[src/rtl/fetch_queue_if.sv]
// -----------------------------------------------------------------------------
// fetch_queue_if
//   Request/acknowledge link between the instruction-fetch queue and
//   instruction memory.
//
//   imem_req   fetch request valid (driven by the fetch stage)
//   imem_addr  fetch address (driven by the fetch stage)
//   imem_ack   memory accepts the request; imem_data is valid this cycle
//   imem_data  returned instruction word
//
//   master : fetch-stage side (drives req/addr, samples ack/data)
//   slave  : memory side
// -----------------------------------------------------------------------------
interface fetch_queue_if #(
    parameter int ADDR_W = 32,
    parameter int DATA_W = 32
);
    logic              imem_req;
    logic [ADDR_W-1:0] imem_addr;
    logic              imem_ack;
    logic [DATA_W-1:0] imem_data;

    modport master (
        output imem_req,
        output imem_addr,
        input  imem_ack,
        input  imem_data
    );

    modport slave (
        input  imem_req,
        input  imem_addr,
        output imem_ack,
        output imem_data
    );
endinterface

[src/rtl/fetch_queue.sv]
// -----------------------------------------------------------------------------
// fetch_queue
//   Instruction-fetch stage. Owns the fetch PC, requests words from
//   instruction memory over a req/ack handshake (so the memory may take any
//   number of cycles), and buffers returned words together with their
//   PC+PC_STEP in a DEPTH-entry FIFO that feeds the if/id register.
//   A redirect (branch/jump/jr) flushes the FIFO and reloads the fetch PC.
//
//   clock        rising-edge clock
//   reset        asynchronous, active-high reset
//   redirect     flush queue and load redirect_pc
//   redirect_pc  new fetch target
//   imem         memory request/ack link (master side)
//   deq          decode consumes the head entry
//   inst_valid   head entry valid
//   inst_out     head instruction, 0 when empty
//   pc_out       head PC+PC_STEP, 0 when empty
//   count        occupied entries
//   fetch_pc     current fetch PC
// -----------------------------------------------------------------------------
module fetch_queue #(
    parameter int                 ADDR_W   = 32,
    parameter int                 DATA_W   = 32,
    parameter int                 DEPTH    = 4,
    parameter logic [ADDR_W-1:0]  RESET_PC = '0,
    parameter int                 PC_STEP  = 4
) (
    input  logic                         clock,
    input  logic                         reset,
    input  logic                         redirect,
    input  logic [ADDR_W-1:0]            redirect_pc,
    fetch_queue_if.master                imem,
    input  logic                         deq,
    output logic                         inst_valid,
    output logic [DATA_W-1:0]            inst_out,
    output logic [ADDR_W-1:0]            pc_out,
    output logic [$clog2(DEPTH+1)-1:0]   count,
    output logic [ADDR_W-1:0]            fetch_pc
);

    // A 1-entry queue still needs a 1-bit pointer; it simply never leaves 0.
    localparam int                 PTR_W    = (DEPTH > 1) ? $clog2(DEPTH) : 1;
    localparam int                 CNT_W    = $clog2(DEPTH + 1);
    localparam logic [PTR_W-1:0]   PTR_LAST = PTR_W'(DEPTH - 1);
    localparam logic [PTR_W-1:0]   PTR_ONE  = PTR_W'(1);
    localparam logic [CNT_W-1:0]   CNT_FULL = CNT_W'(DEPTH);
    localparam logic [CNT_W-1:0]   CNT_ONE  = CNT_W'(1);
    localparam logic [ADDR_W-1:0]  STEP     = ADDR_W'(PC_STEP);

    logic [ADDR_W-1:0] fetch_pc_q, fetch_pc_d;
    logic [PTR_W-1:0]  wr_ptr_q,   wr_ptr_d;
    logic [PTR_W-1:0]  rd_ptr_q,   rd_ptr_d;
    logic [CNT_W-1:0]  count_q,    count_d;

    // Payload storage carries no reset; the head outputs are gated by
    // head_valid so stale or uninitialised contents never leak out.
    logic [DATA_W-1:0] inst_mem_q [DEPTH];
    logic [ADDR_W-1:0] npc_mem_q  [DEPTH];

    logic req;
    logic push;
    logic pop;
    logic head_valid;

    function automatic logic [PTR_W-1:0] ptr_inc(input logic [PTR_W-1:0] p);
        return (p == PTR_LAST) ? '0 : p + PTR_ONE;
    endfunction

    // Request is withdrawn during reset and redirect so nothing fetched from
    // the stale path is ever accepted; push therefore already excludes both.
    assign req        = !reset && !redirect && (count_q < CNT_FULL);
    assign push       = req && imem.imem_ack;
    assign head_valid = (count_q != '0);
    assign pop        = deq && head_valid && !redirect;

    assign imem.imem_req  = req;
    assign imem.imem_addr = fetch_pc_q;

    always_comb begin
        fetch_pc_d = fetch_pc_q;
        wr_ptr_d   = wr_ptr_q;
        rd_ptr_d   = rd_ptr_q;
        count_d    = count_q;

        if (redirect) begin
            fetch_pc_d = redirect_pc;
            wr_ptr_d   = '0;
            rd_ptr_d   = '0;
            count_d    = '0;
        end else begin
            if (push) begin
                wr_ptr_d   = ptr_inc(wr_ptr_q);
                fetch_pc_d = fetch_pc_q + STEP;
            end
            if (pop) begin
                rd_ptr_d = ptr_inc(rd_ptr_q);
            end
            case ({push, pop})
                2'b10:   count_d = count_q + CNT_ONE;
                2'b01:   count_d = count_q - CNT_ONE;
                default: count_d = count_q;
            endcase
        end
    end

    // Control state: async reset.
    always_ff @(posedge clock or posedge reset) begin
        if (reset) begin
            fetch_pc_q <= RESET_PC;
            wr_ptr_q   <= '0;
            rd_ptr_q   <= '0;
            count_q    <= '0;
        end else begin
            fetch_pc_q <= fetch_pc_d;
            wr_ptr_q   <= wr_ptr_d;
            rd_ptr_q   <= rd_ptr_d;
            count_q    <= count_d;
        end
    end

    // Payload storage: written on accepted transfer only.
    always_ff @(posedge clock) begin
        if (push) begin
            inst_mem_q[wr_ptr_q] <= imem.imem_data;
            npc_mem_q[wr_ptr_q]  <= fetch_pc_q + STEP;
        end
    end

    assign inst_valid = head_valid;
    assign inst_out   = head_valid ? inst_mem_q[rd_ptr_q] : '0;
    assign pc_out     = head_valid ? npc_mem_q[rd_ptr_q]  : '0;
    assign count      = count_q;
    assign fetch_pc   = fetch_pc_q;

endmodule

[src/flat_wrapper.sv]
// flat-port wrapper written by rule: the top's interface ports become plain ports
module fetch_queue_flat 
#(
    parameter int                 ADDR_W   = 32,
    parameter int                 DATA_W   = 32,
    parameter int                 DEPTH    = 4,
    parameter logic [ADDR_W-1:0]  RESET_PC = '0,
    parameter int                 PC_STEP  = 4
)
  (clock, reset, redirect, redirect_pc, deq, inst_valid, inst_out, pc_out, count, fetch_pc, imem_imem_req, imem_imem_addr, imem_imem_ack, imem_imem_data);
  fetch_queue_if #(.ADDR_W(ADDR_W), .DATA_W(DATA_W)) imem_i ();
  input  logic clock;
  input  logic reset;
  input  logic redirect;
  input  logic [ADDR_W-1:0] redirect_pc;
  input  logic deq;
  output logic inst_valid;
  output logic [DATA_W-1:0] inst_out;
  output logic [ADDR_W-1:0] pc_out;
  output logic [$clog2(DEPTH+1)-1:0] count;
  output logic [ADDR_W-1:0] fetch_pc;
  output wire logic [$bits(imem_i.imem_req)-1:0] imem_imem_req;
  output wire logic [$bits(imem_i.imem_addr)-1:0] imem_imem_addr;
  input wire logic [$bits(imem_i.imem_ack)-1:0] imem_imem_ack;
  input wire logic [$bits(imem_i.imem_data)-1:0] imem_imem_data;
  assign imem_imem_req = imem_i.imem_req;
  assign imem_imem_addr = imem_i.imem_addr;
  assign imem_i.imem_ack = imem_imem_ack;
  assign imem_i.imem_data = imem_imem_data;
  fetch_queue #(.ADDR_W(ADDR_W), .DATA_W(DATA_W), .DEPTH(DEPTH), .RESET_PC(RESET_PC), .PC_STEP(PC_STEP)) u_core (.clock(clock), .reset(reset), .redirect(redirect), .redirect_pc(redirect_pc), .imem(imem_i), .deq(deq), .inst_valid(inst_valid), .inst_out(inst_out), .pc_out(pc_out), .count(count), .fetch_pc(fetch_pc));
endmodule
[config.mk]
export PLATFORM = sky130hd
export DESIGN_NAME = fetch_queue_flat
export DESIGN_NICKNAME = d
export VERILOG_FILES = /design/src/rtl/fetch_queue_if.sv /design/src/rtl/fetch_queue.sv /design/src/flat_wrapper.sv
export SDC_FILE = /design/constraint.sdc
export NUM_CORES = 1
export LEC_CHECK = 0
export CORE_MARGIN = 8
export CORE_UTILIZATION = 30
export DETAILED_ROUTE_END_ITERATION = 12
export PLACE_DENSITY = 0.5
export REMOVE_ABC_BUFFERS = 1
export SYNTH_ARGS = -nofsm -noshare
export SYNTH_HDL_FRONTEND = slang
export SYNTH_SLANG_ARGS = --single-unit
[constraint.sdc]
create_clock -name clock -period 3.6 [get_ports clock]
set_input_delay 0.54 -clock clock [delete_from_list [all_inputs] [get_ports clock]]
set_output_delay 0.54 -clock clock [all_outputs]
set_load 0.03 [all_outputs]
* Yosys cells after proc, flatten, opt, wreduce, memory -nomap -nowiden
Memories as Yosys holds them, arrays and structs flattened.
Cells that the tools add are included.
** Word-level totals
- Register bits after elaboration :: 39
- Memory bits (writable) :: 256
- Input bits :: 69
- Output and inout bits :: 133
- Logic and storage cells :: 41
- Memories kept :: 2
** Operators by class
- $add $sub $neg :: 5
- Order comparisons :: 1
- Equal/unequal tests :: 4
- Muxes and demuxes :: 14
- Reduce and logical (&&, ||, !) cells :: 11
** Memories
- u_core.inst_mem_q :: words 4, width 32, rd ports 1, clocked after Yosys merged registers in 0, write ports 1, RTL line fetch_queue.sv:57 : logic [DATA_W-1:0] inst_mem_q [DEPTH];
- u_core.npc_mem_q :: words 4, width 32, rd ports 1, clocked after Yosys merged registers in 0, write ports 1, RTL line fetch_queue.sv:58 : logic [ADDR_W-1:0] npc_mem_q [DEPTH];
** Operators by type and width (count)
- 2-to-1 mux 32 bit :: 4
- adder 32 x 3 -> 32 bit (second input constant) :: 1
- 2-to-1 mux 2 bit :: 6
- equality test 2 bit (second input constant) :: 3
- one-hot mux 3 bit (2 select lines) :: 1
- nonzero test 3 bit :: 2
- logical AND 1 bit :: 5
- adder 2 x 1 -> 2 bit (second input constant) :: 2
- nonzero test 2 bit :: 2
- adder 3 x 1 -> 3 bit (second input constant) :: 1
- < comparator 3 bit (second input constant) :: 1
- 2-to-1 mux 3 bit :: 1
- subtractor 3 x 1 -> 3 bit (second input constant) :: 1
- equality test 2 x 1 -> 1 bit (second input constant) :: 1
- logical NOT 1 bit :: 2
- 2-to-1 mux 1 bit :: 2

* Depth between registers and ports, before layout
Gate-level depths: netlist of the first run.
- Word-level depth :: 7
- Mapped depth :: 7
- Mapped depth without buffers :: 6

* Least setup slack after synthesis of the first run
Ideal clock, no wire load.
- Path type :: reg2reg
- Start :: reg u_core.count_q[2] (netlist: u_core.count[2])
- End :: mem u_core.inst_mem_q[1][0] (enable)
- Setup time :: 0.429 ns
- Data arrival time :: 3.155 ns
- Data required time :: 3.171 ns
- Setup slack :: 0.016 ns
- Stages on the path, launching flop included :: 3
- Buffers on the path :: 0
- Clock period less this slack :: 3.584 ns
- Path through :: dfrtp_1 nor3_1 and3_1
** On the way
- Longest elaborated chain between the ends :: 5
** Ends and longest elaborated chain
- start: declaration :: RTL line fetch_queue.sv:53 : logic [CNT_W-1:0] count_q, count_d;
- start signal: assignment :: RTL line fetch_queue.sv:117 : count_q <= count_d;
- < comparator 3 bit :: RTL line fetch_queue.sv:71 : assign req = !reset && !redirect && (count_q < CNT_FULL);
- logical AND 1 bit :: RTL line fetch_queue.sv:71
- via imem_imem_req :: RTL line flat_wrapper.sv:22 : output wire logic [$bits(imem_i.imem_req)-1:0] imem_imem_req;
- logical AND 1 bit :: RTL line fetch_queue.sv:72 : assign push = req && imem.imem_ack;
- 2-to-1 mux 1 bit :: RTL line fetch_queue.sv:123 : if (push) begin
- 2-to-1 mux 1 bit (not written as such) :: RTL line fetch_queue.sv:124 : inst_mem_q[wr_ptr_q] <= imem.imem_data;
- end: declaration :: RTL line fetch_queue.sv:57
The timed path passes the listed nets, and every way through them passes these cells.

* Worst setup path after layout of the first run
- Start :: reg u_core.rd_ptr_q[0]
- End :: out pc_out[19]
** On the way
- Longest elaborated chain between the ends :: 2
** Ends and longest elaborated chain
- start: declaration :: RTL line fetch_queue.sv:52 : logic [PTR_W-1:0] rd_ptr_q, rd_ptr_d;
- start signal: assignment :: RTL line fetch_queue.sv:116 : rd_ptr_q <= rd_ptr_d;
- memory read (4 x 32 bit)
- 2-to-1 mux 32 bit :: RTL line fetch_queue.sv:131 : assign pc_out = head_valid ? npc_mem_q[rd_ptr_q] : '0;
- end: declaration :: RTL line flat_wrapper.sv:19 : output logic [ADDR_W-1:0] pc_out;
No other way between the ends.

==> summary by stage, run 1 <==
Worst setup path
The largest fanout on the critical path is 33. The worst setup path is captured at an output port. The worst setup path is launched from a flip-flop. Walking the worst path, the cells encountered are buf_12 -> mux4_2 -> and2_1 -> clkdlybuf4s50_1. The critical path class is reg -> out. STA puts the critical path data arrival time at 2840 ps. The cell at the slowest stage of the critical path is sky130_fd_sc_hd__dfrtp_4. Across all register-to-register paths, the minimum setup slack is 770 ps. The largest incremental delay on the critical path is 600 ps.

The required time at the endpoint of the critical path is 3060 ps. Among cell families on the critical path, the largest total delay comes from buffers and inverters. Counting both buffers and inverters, the worst setup path holds a total of 2.

GRT
The overall routing resource usage is a little over an eighth. The number of global-route vias before repair came to 7936. The global-route wire length before repair is 48.89 mm. The initial antenna violation count was 6.

The remaining global-route overflow is 0. The largest net degree at the start of global routing is 66.

STA
Summed over all failing endpoints, the final setup total negative slack is 0 ps. The relative max-transition margin is 52.57%. The final count of pins violating max slew is 0. The maximum clock skew at final layout is 13.89 ps.

Setup slack closes at around 220 ps. The final period utilization is 93.84%. Derived from the worst setup path, the maximum achievable clock frequency is 296.0 MHz.

Setup repair after global routing left no endpoint under its margin. The final hold violation count is 0. The total of endpoints with negative setup slack in the final report is 0. The slew at the pin closest to its max-slew limit is ~700 ps. The worst path in the final design needs a cycle of approximately 3400 ps, including I/O delays and setup.

Power
The internal portion of the total power is approximately 8.0 mW. The power spent charging and discharging nets is 3.859 mW. The combinational group share of total power is 34.8%.

Net switching is 32.61% of the power. Summed over all cells, the static leakage comes to 5.338 nW. The largest vdd supply drop is 0.4424 mV. Summing internal, switching and leakage power gives 11.84 mW.

Of the total power, the clock network draws a little under a third. The power density normalized to cell area is 721.2 nW/um^2. The part of the power in registers is approximately 35%.

Logic synthesis
The number of synthesized register bits is 295. By area the synthesized netlist is led by sky130_fd_sc_hd__edfxtp_1 61%, sky130_fd_sc_hd__mux4_2 11%, sky130_fd_sc_hd__dfrtp_1 7.8%. By count the netlist is led by 256 x sky130_fd_sc_hd__edfxtp_1, 66 x sky130_fd_sc_hd__and2_1, 64 x sky130_fd_sc_hd__mux4_2. Summing the sequential cell areas from Yosys gives 68.88% of the chip area. The cell taking the most area after synthesis is sky130_fd_sc_hd__edfxtp_1. The total of warnings raised by yosys is 0.

The dominant register cell in the synthesized netlist is sky130_fd_sc_hd__edfxtp_1. In this run, distinct cell masters in the synthesized netlist total 37. The cell area after synthesis is roughly 13000 um^2. Counting flops with an async set or reset pin after synthesis yields a share of a little over an eighth. Counting flops with a built-in enable in the synthesized netlist gives 256. The cell count after synthesis came out at 766. The area share of the largest cell type after synthesis is 61.12%. The most common cell in the synthesized netlist is sky130_fd_sc_hd__edfxtp_1. In this run the mean area of a mapped cell was 16.42 um^2.

Floorplan
The horizontal extent of the die is 220.8 um. The starting density of the core is 30.19%. The total core area is 41670 um^2. The I/O pin count is 202. The number of rows in the core area is 75. In this run the vertical extent of the chip is about 220 um. The die footprint is 48730 um^2.

Clock tree
The clock passes through at most 3 buffers. Clock latency on the worst-skew pair, taken at its later pin, is 510 ps. The hold-fix buffer count after cts is 0. CTS built an H-tree with a depth of 2.

The clock-pin slew on the worst setup and hold paths is 60 ps. Clock tree synthesis inserted a total of 36 buffers. The tree is rooted in a sky130_fd_sc_hd__clkbuf_16. Once the clock tree was built, the resizer swapped 0 gates to a different size. The setup fix buffers added after clock tree synthesis is 0. Clock tree synthesis found a total of about 300 sinks. TritonCTS built the clock tree.

Cells and area
The area growth from synthesis to layout is 30.49%. The number of nets in the final layout is 1039. Cells with a size suffix above 1 make up 16.09% of the layout. The diode insertion count for antenna repair is 0. The number of standard cells in the final layout excluding fillers is 1527. The sequential cell area is 8671 um^2. After filler insertion, the fill cell instance count of the layout stands at 3947. The multi-input combinational cells in the finished layout cover a total of approximately 3500 um^2. The post-route cell area is 16410 um^2.

Route
The number of DRC violations after detailed-routing iteration 0 is roughly 420. The routed wire length is 32.24 mm. In the routed layout, each cell is associated on average with a via count of roughly 4.8. The remaining number of nets flagged by the antenna check after routing is 0. The mean routed wirelength per cell is between 20 and 25 um.

The first detailed-routing pass ran for 4 iterations. In the routed design, unresolved DRC markers number 0. The vias after detailed routing is around 7300.

Placement
The count of buffers added on input and output ports is 201. The HPWL reported at the end of detailed placement is ~22 mm. The minimum setup slack after placement is 557.7 ps. At the end of routability-driven placement, the weighted congestion stood at 0.7529.

After detailed placement, the design holds a cell count of 1464. In this run the cell area measured after placement is approximately 15000 um^2.

Job
The number of max-capacitance violations reported is 0.

Hold path
The min-delay analysis places its worst path in the category reg -> reg.

Status
The flow ran to the end, and the final reports show no timing, DRC or antenna violations.
power groups by stage:
stage	Sequential, mW	Clock, mW	Combinational, mW
final	4.08	3.64	4.11
after floorplan	4.38	0	2.19
after CTS	4.09	3.76	4.24
after global routing	4.11	3.88	4.40
after detailed placement	4.16	0	4.23
after global placement	4.15	0	4.23
layout by cell type (no fill, tap or decap), types with 10 or more instances in the layout:
cell	synthesis	layout
sky130_fd_sc_hd__a31oi_1	16	16
sky130_fd_sc_hd__and2_1	66	66
sky130_fd_sc_hd__mux4_2	64	64
sky130_fd_sc_hd__edfxtp_1	256	256
sky130_fd_sc_hd__or4_1	14	14
sky130_fd_sc_hd__nand2_1	32	32
sky130_fd_sc_hd__nor4_1	10	10
sky130_fd_sc_hd__clkbuf_16	0	37
sky130_fd_sc_hd__xor2_1	13	13
sky130_fd_sc_hd__nor2_1	29	29
sky130_fd_sc_hd__clkdlybuf4s50_1	0	200
sky130_fd_sc_hd__o21ai_0	17	17
sky130_fd_sc_hd__xnor2_1	27	27
sky130_fd_sc_hd__nand3_1	20	20
sky130_fd_sc_hd__dfrtp_1	39	37
sky130_fd_sc_hd__buf_4	32	24
sky130_fd_sc_hd__o31ai_1	11	11
sky130_fd_sc_hd__nor3_1	19	19
sky130_fd_sc_hd__inv_1	12	11
worst register-to-register path, delay by kind of cell (launching register included):
family           cells  cell delay, ps
flip-flops           1             500
XOR/XNOR             1             370
AND/OR/NAND/NOR      3            1720
per-layer routing:
metal	up-vias	GRT usage [%]	routed length (um)
li1	3326	-	-
met1	3681	17.38	14260
met2	216	21.16	14950
met3	53	4.429	2466
met4	12	3.024	476
met5	-	0	82
through the flow:
stage / hold slack [ps] / util, %
2_1_floorplan: 536.4 / -
3_3_place_gp: 559.5 / 36.53
3_5_place_dp: 574.1 / 36.53
4_1_cts: 565.8 / 39.39
5_1_grt: 599.8 / 39.39
6_report: 576.8 / 39.39
flip-flops by register name, indices dropped and copies added (netlist names):
| signal | flops |
|---|---|
| u_core.rd_ptr_q | 2 |
| u_core.fetch_pc | 32 |
| u_core.npc_mem_q | 128 |
| u_core.count | 3 |
| u_core.inst_mem_q | 128 |
| u_core.wr_ptr_q | 2 |
path summary, 6_finish.rpt:
check | from | end | cells past startpoint
min in group asynchronous | reset | u_core.fetch_pc[4]$_DFFE_PP0N_ | 2
setup reg to reg | u_core.fetch_pc[10]$_DFFE_PP0N_ | u_core.npc_mem_q[3][27]$_DFFE_PP_ | 4
max in group asynchronous | reset | u_core.fetch_pc[12]$_DFFE_PP0N_ | 3
hold reg to reg | u_core.wr_ptr_q[1]$_DFFE_PP0N_ | u_core.wr_ptr_q[1]$_DFFE_PP0N_ | 2
hold / removal | u_core.wr_ptr_q[1]$_DFFE_PP0N_ | u_core.wr_ptr_q[1]$_DFFE_PP0N_ | 2
setup / recovery | u_core.rd_ptr_q[0]$_DFFE_PP0P_ | pc_out[19] | 4
cell families after synthesis:
family	synth area share, %
buffers and inverters	3.611
xor gates and xnor gates	2.786
and+or+nand+nor	9.540
adders and majority gates	0.7561
DFF	68.88
muxes	11.88
AOI/OAI and AO/OA	2.547
final cells by class:
type	count	area share, %
tap	539	4.109
clock inverter	16	1.281
timing repair buffer	232	14.27
clock buffer	47	5.992
sequential	295	52.83
multi-input combinational	386	21.24
inverter	12	0.2745
No activity file was read; power rests on OpenSTA's default activity.
==> inputs of run 2 (changes only) <==
Settings changed: CORE_UTILIZATION 30 to 54, PLACE_DENSITY 0.5 to 0.8.
==> summary by stage, run 2 (synthesis gave the netlist of run 1 again) <==
Status
Run status: complete, no violations (unchanged).

Power
The total power after layout is 11.06 mW (was 11.84 mW). The standby leakage power is 5.164 nW (was 5.338 nW). The largest vdd supply drop is 0.4650 mV (was 0.4424 mV). The power density normalized to cell area is 700.2 nW/um^2 (was 721.2 nW/um^2).

Floorplan
The die footprint is 28430 um^2 (was 48730 um^2). The die boundary height came to 168.6 um (was 220.8 um). The horizontal extent of the die came to 168.6 um (was 220.8 um). The starting density of the core is 54.23% (was 30.19%). The I/O pin count is 202 (unchanged). The number of rows in the core area came to 56 (was 75). The total core area is 23190 um^2 (was 41670 um^2).

Clock tree
The buffer levels on the longest clock path came to 3 (unchanged). The clock latency reported for the late side of the worst-skew pair is 530 ps (was 510 ps). The hold-fix buffer count after cts is 0 (unchanged). The CTS root buffer was sky130_fd_sc_hd__clkbuf_16 (unchanged). The clock-pin slew on the worst setup and hold paths came to 60 ps (about the same). The TritonCTS sink count is 295 (unchanged).

The H-tree depth reported by CTS is 1 (was 2). The CTS tree is yes (unchanged). The CTS buffer count is 29 (was 36).

STA
The minimum clock period after layout is 3349 ps (was 3378 ps). The total of endpoints with negative setup slack in the final report is 0 (unchanged). The relative max-transition margin is 25.25% (was 52.57%).

The final hold violation count is 0 (unchanged). The top achievable clock speed came to 298.6 MHz (was 296.0 MHz). The slew at the pin closest to its max-slew limit is 1112 ps (was 706.0 ps). The total negative setup slack is 0 ps (unchanged). The maximum clock skew at final layout is 8.405 ps (was 13.89 ps).

The final hold slack came to 569.7 ps (was 576.8 ps). The final count of pins violating max slew was 0 (unchanged). Unrepaired setup endpoints after global routing: no (unchanged).

The final period utilization is 93.03% (was 93.84%). The smallest setup slack after layout is 251.1 ps (was 221.7 ps).

Placement
The number of buffers inserted by port buffering came to 201 (unchanged). The minimum setup slack after placement is 599.6 ps (was 557.7 ps). The global placer's final weighted congestion came to 0.8183 (was 0.7529). The HPWL reported at the end of detailed placement is 18.13 mm (was 21.65 mm).

The instance area after placement came to 14860 um^2 (was 15220 um^2).

Worst setup path
The critical path class was reg -> out (unchanged). The required time at the endpoint of the critical path is 3060 ps (about the same). The kind of end point of the critical path is an output port (unchanged).

The critical path launch point type is a flip-flop (unchanged). The largest fanout on the critical path is 16 (was 33). The arrival time at the worst endpoint was 2810 ps (was 2840 ps).

Route
The mean routed wirelength per cell is 22.16 um (was 21.11 um). The remaining number of nets flagged by the antenna check after routing is 0 (unchanged). The vias after detailed routing is 7303 (was 7288). The routed wire length is 28.58 mm (was 32.24 mm). The number of optimization iterations in the first detailed-route pass is 5 (was 4). The number of DRC violations after detailed-routing iteration 0 is 512 (was 419).

The ratio of routed vias to standard cells is 5.661 (was 4.773). The number of design rule violations left after detail routing was 0 (unchanged).

GRT
The number of global-route vias before repair came to 7702 (was 7936). The overall routing resource usage is 19.95% (was 13.26%). The initial antenna violation count is 0 (was 6). The global-route wire length before repair is 44.14 mm (was 48.89 mm). The largest net degree at the start of global routing is 66 (unchanged). The remaining global-route overflow is 0 (unchanged).

Job
The number of max-capacitance violations reported is 0 (unchanged).

Cells and area
The layout-stage area growth over the synthesis result is 25.54% (was 30.49%). The multi-input logic area is 3486 um^2 (unchanged). The layout cell share with drive strength beyond 1 came to 14.12% (was 16.09%).

The filler cell count in the final layout is 1572 (was 3947). Commonest non-fill, non-tap cells in the layout: 256 x sky130_fd_sc_hd__edfxtp_1, 200 x sky130_fd_sc_hd__clkdlybuf4s50_1, 66 x sky130_fd_sc_hd__and2_1 (unchanged). The sequential cell area is 8671 um^2 (unchanged). The post-route cell area is 15790 um^2 (was 16410 um^2). The leading cell type in the layout, fill and taps excluded is sky130_fd_sc_hd__edfxtp_1 (unchanged). The number of nets in the final layout came to 1024 (was 1039).

Hold path
The worst min-delay path category is in -> reg (was reg -> reg).
==> run 2: cell types whose count changed in the layout (fill, tap and decap cells not counted) <==
cell,delta
sky130_fd_sc_hd__buf_4,-8
sky130_fd_sc_hd__bufinv_16,-3
sky130_fd_sc_hd__clkbuf_1,+5
sky130_fd_sc_hd__clkbuf_16,-7
sky130_fd_sc_hd__clkbuf_8,-1
sky130_fd_sc_hd__clkinv_1,-1
sky130_fd_sc_hd__clkinv_2,+1
sky130_fd_sc_hd__clkinvlp_4,-3
sky130_fd_sc_hd__diode_2,+1
sky130_fd_sc_hd__inv_6,-1
==> run 2: power by group <==
| group | internal (mW) | switching, mW |
|---|---|---|
| Sequential | 3.88 | 0.214 |
| Combinational | 1.84 | 2.25 |
| Clock | 1.69 | 1.18 |
==> run 2: area by class of cell <==
| class | count | area share (%) |
|---|---|---|
| diodes | 1 | 0.01585 |
| clock buffers | 44 | 5.151 |
| clock inverters | 9 | 0.5706 |
| inverters | 12 | 0.2853 |
| multi-input cells | 386 | 22.08 |
| flip-flops and latches | 295 | 54.92 |
| well taps | 319 | 2.528 |
| repair buffers | 224 | 14.45 |
==> run 2: timing repair <==
| action | in CTS | in global routing |
|---|---|---|
| gates resized for setup | 0 | 0 |
| buffers inserted | 0 | 1 |
| setup endpoints to repair | 0 | 12 |
==> run 2: worst max-delay path, stage by stage (launching register included) <==
cell and delay [ps]:
sky130_fd_sc_hd__dfrtp_4 700, sky130_fd_sc_hd__buf_12 230, sky130_fd_sc_hd__mux4_2 530, sky130_fd_sc_hd__and2_1 190, sky130_fd_sc_hd__clkdlybuf4s50_1 620
==> run 2: final timing paths <==
check,start,endpoint,slack (ps),depth (start not counted)
hold reg to reg,u_core.wr_ptr_q[1]$_DFFE_PP0N_,u_core.wr_ptr_q[1]$_DFFE_PP0N_,570,2
max in group asynchronous,reset,u_core.rd_ptr_q[1]$_DFFE_PP0P_,2250,2
setup reg to reg,u_core.fetch_pc[10]$_DFFE_PP0N_,u_core.npc_mem_q[3][29]$_DFFE_PP_,790,4
setup / recovery,u_core.rd_ptr_q[0]$_DFFE_PP0P_,inst_out[15],250,4
min in group asynchronous,reset,u_core.wr_ptr_q[1]$_DFFE_PP0N_,650,2
hold / removal,redirect_pc[2],u_core.fetch_pc[2]$_DFFE_PP0N_,570,3
==> run 2: layer usage <==
metal / up-vias / GRT usage [%] / share of wire (%)
li1: 3292 / - / -
met1: 3688 / 25.70 / 40
met2: 286 / 34.84 / 51
met3: 37 / 3.657 / 7.0
met4: 0 / 4.464 / 1.5
met5: - / 0 / 0
==> run 2: through the flow <==
stage	std cells	utilization, %
4_1_cts	1288	67.98
2_1_floorplan	693	-
3_3_place_gp	1235	64.09
3_5_place_dp	1235	64.09
6_report	1290	68.08
5_1_grt	1289	68.07
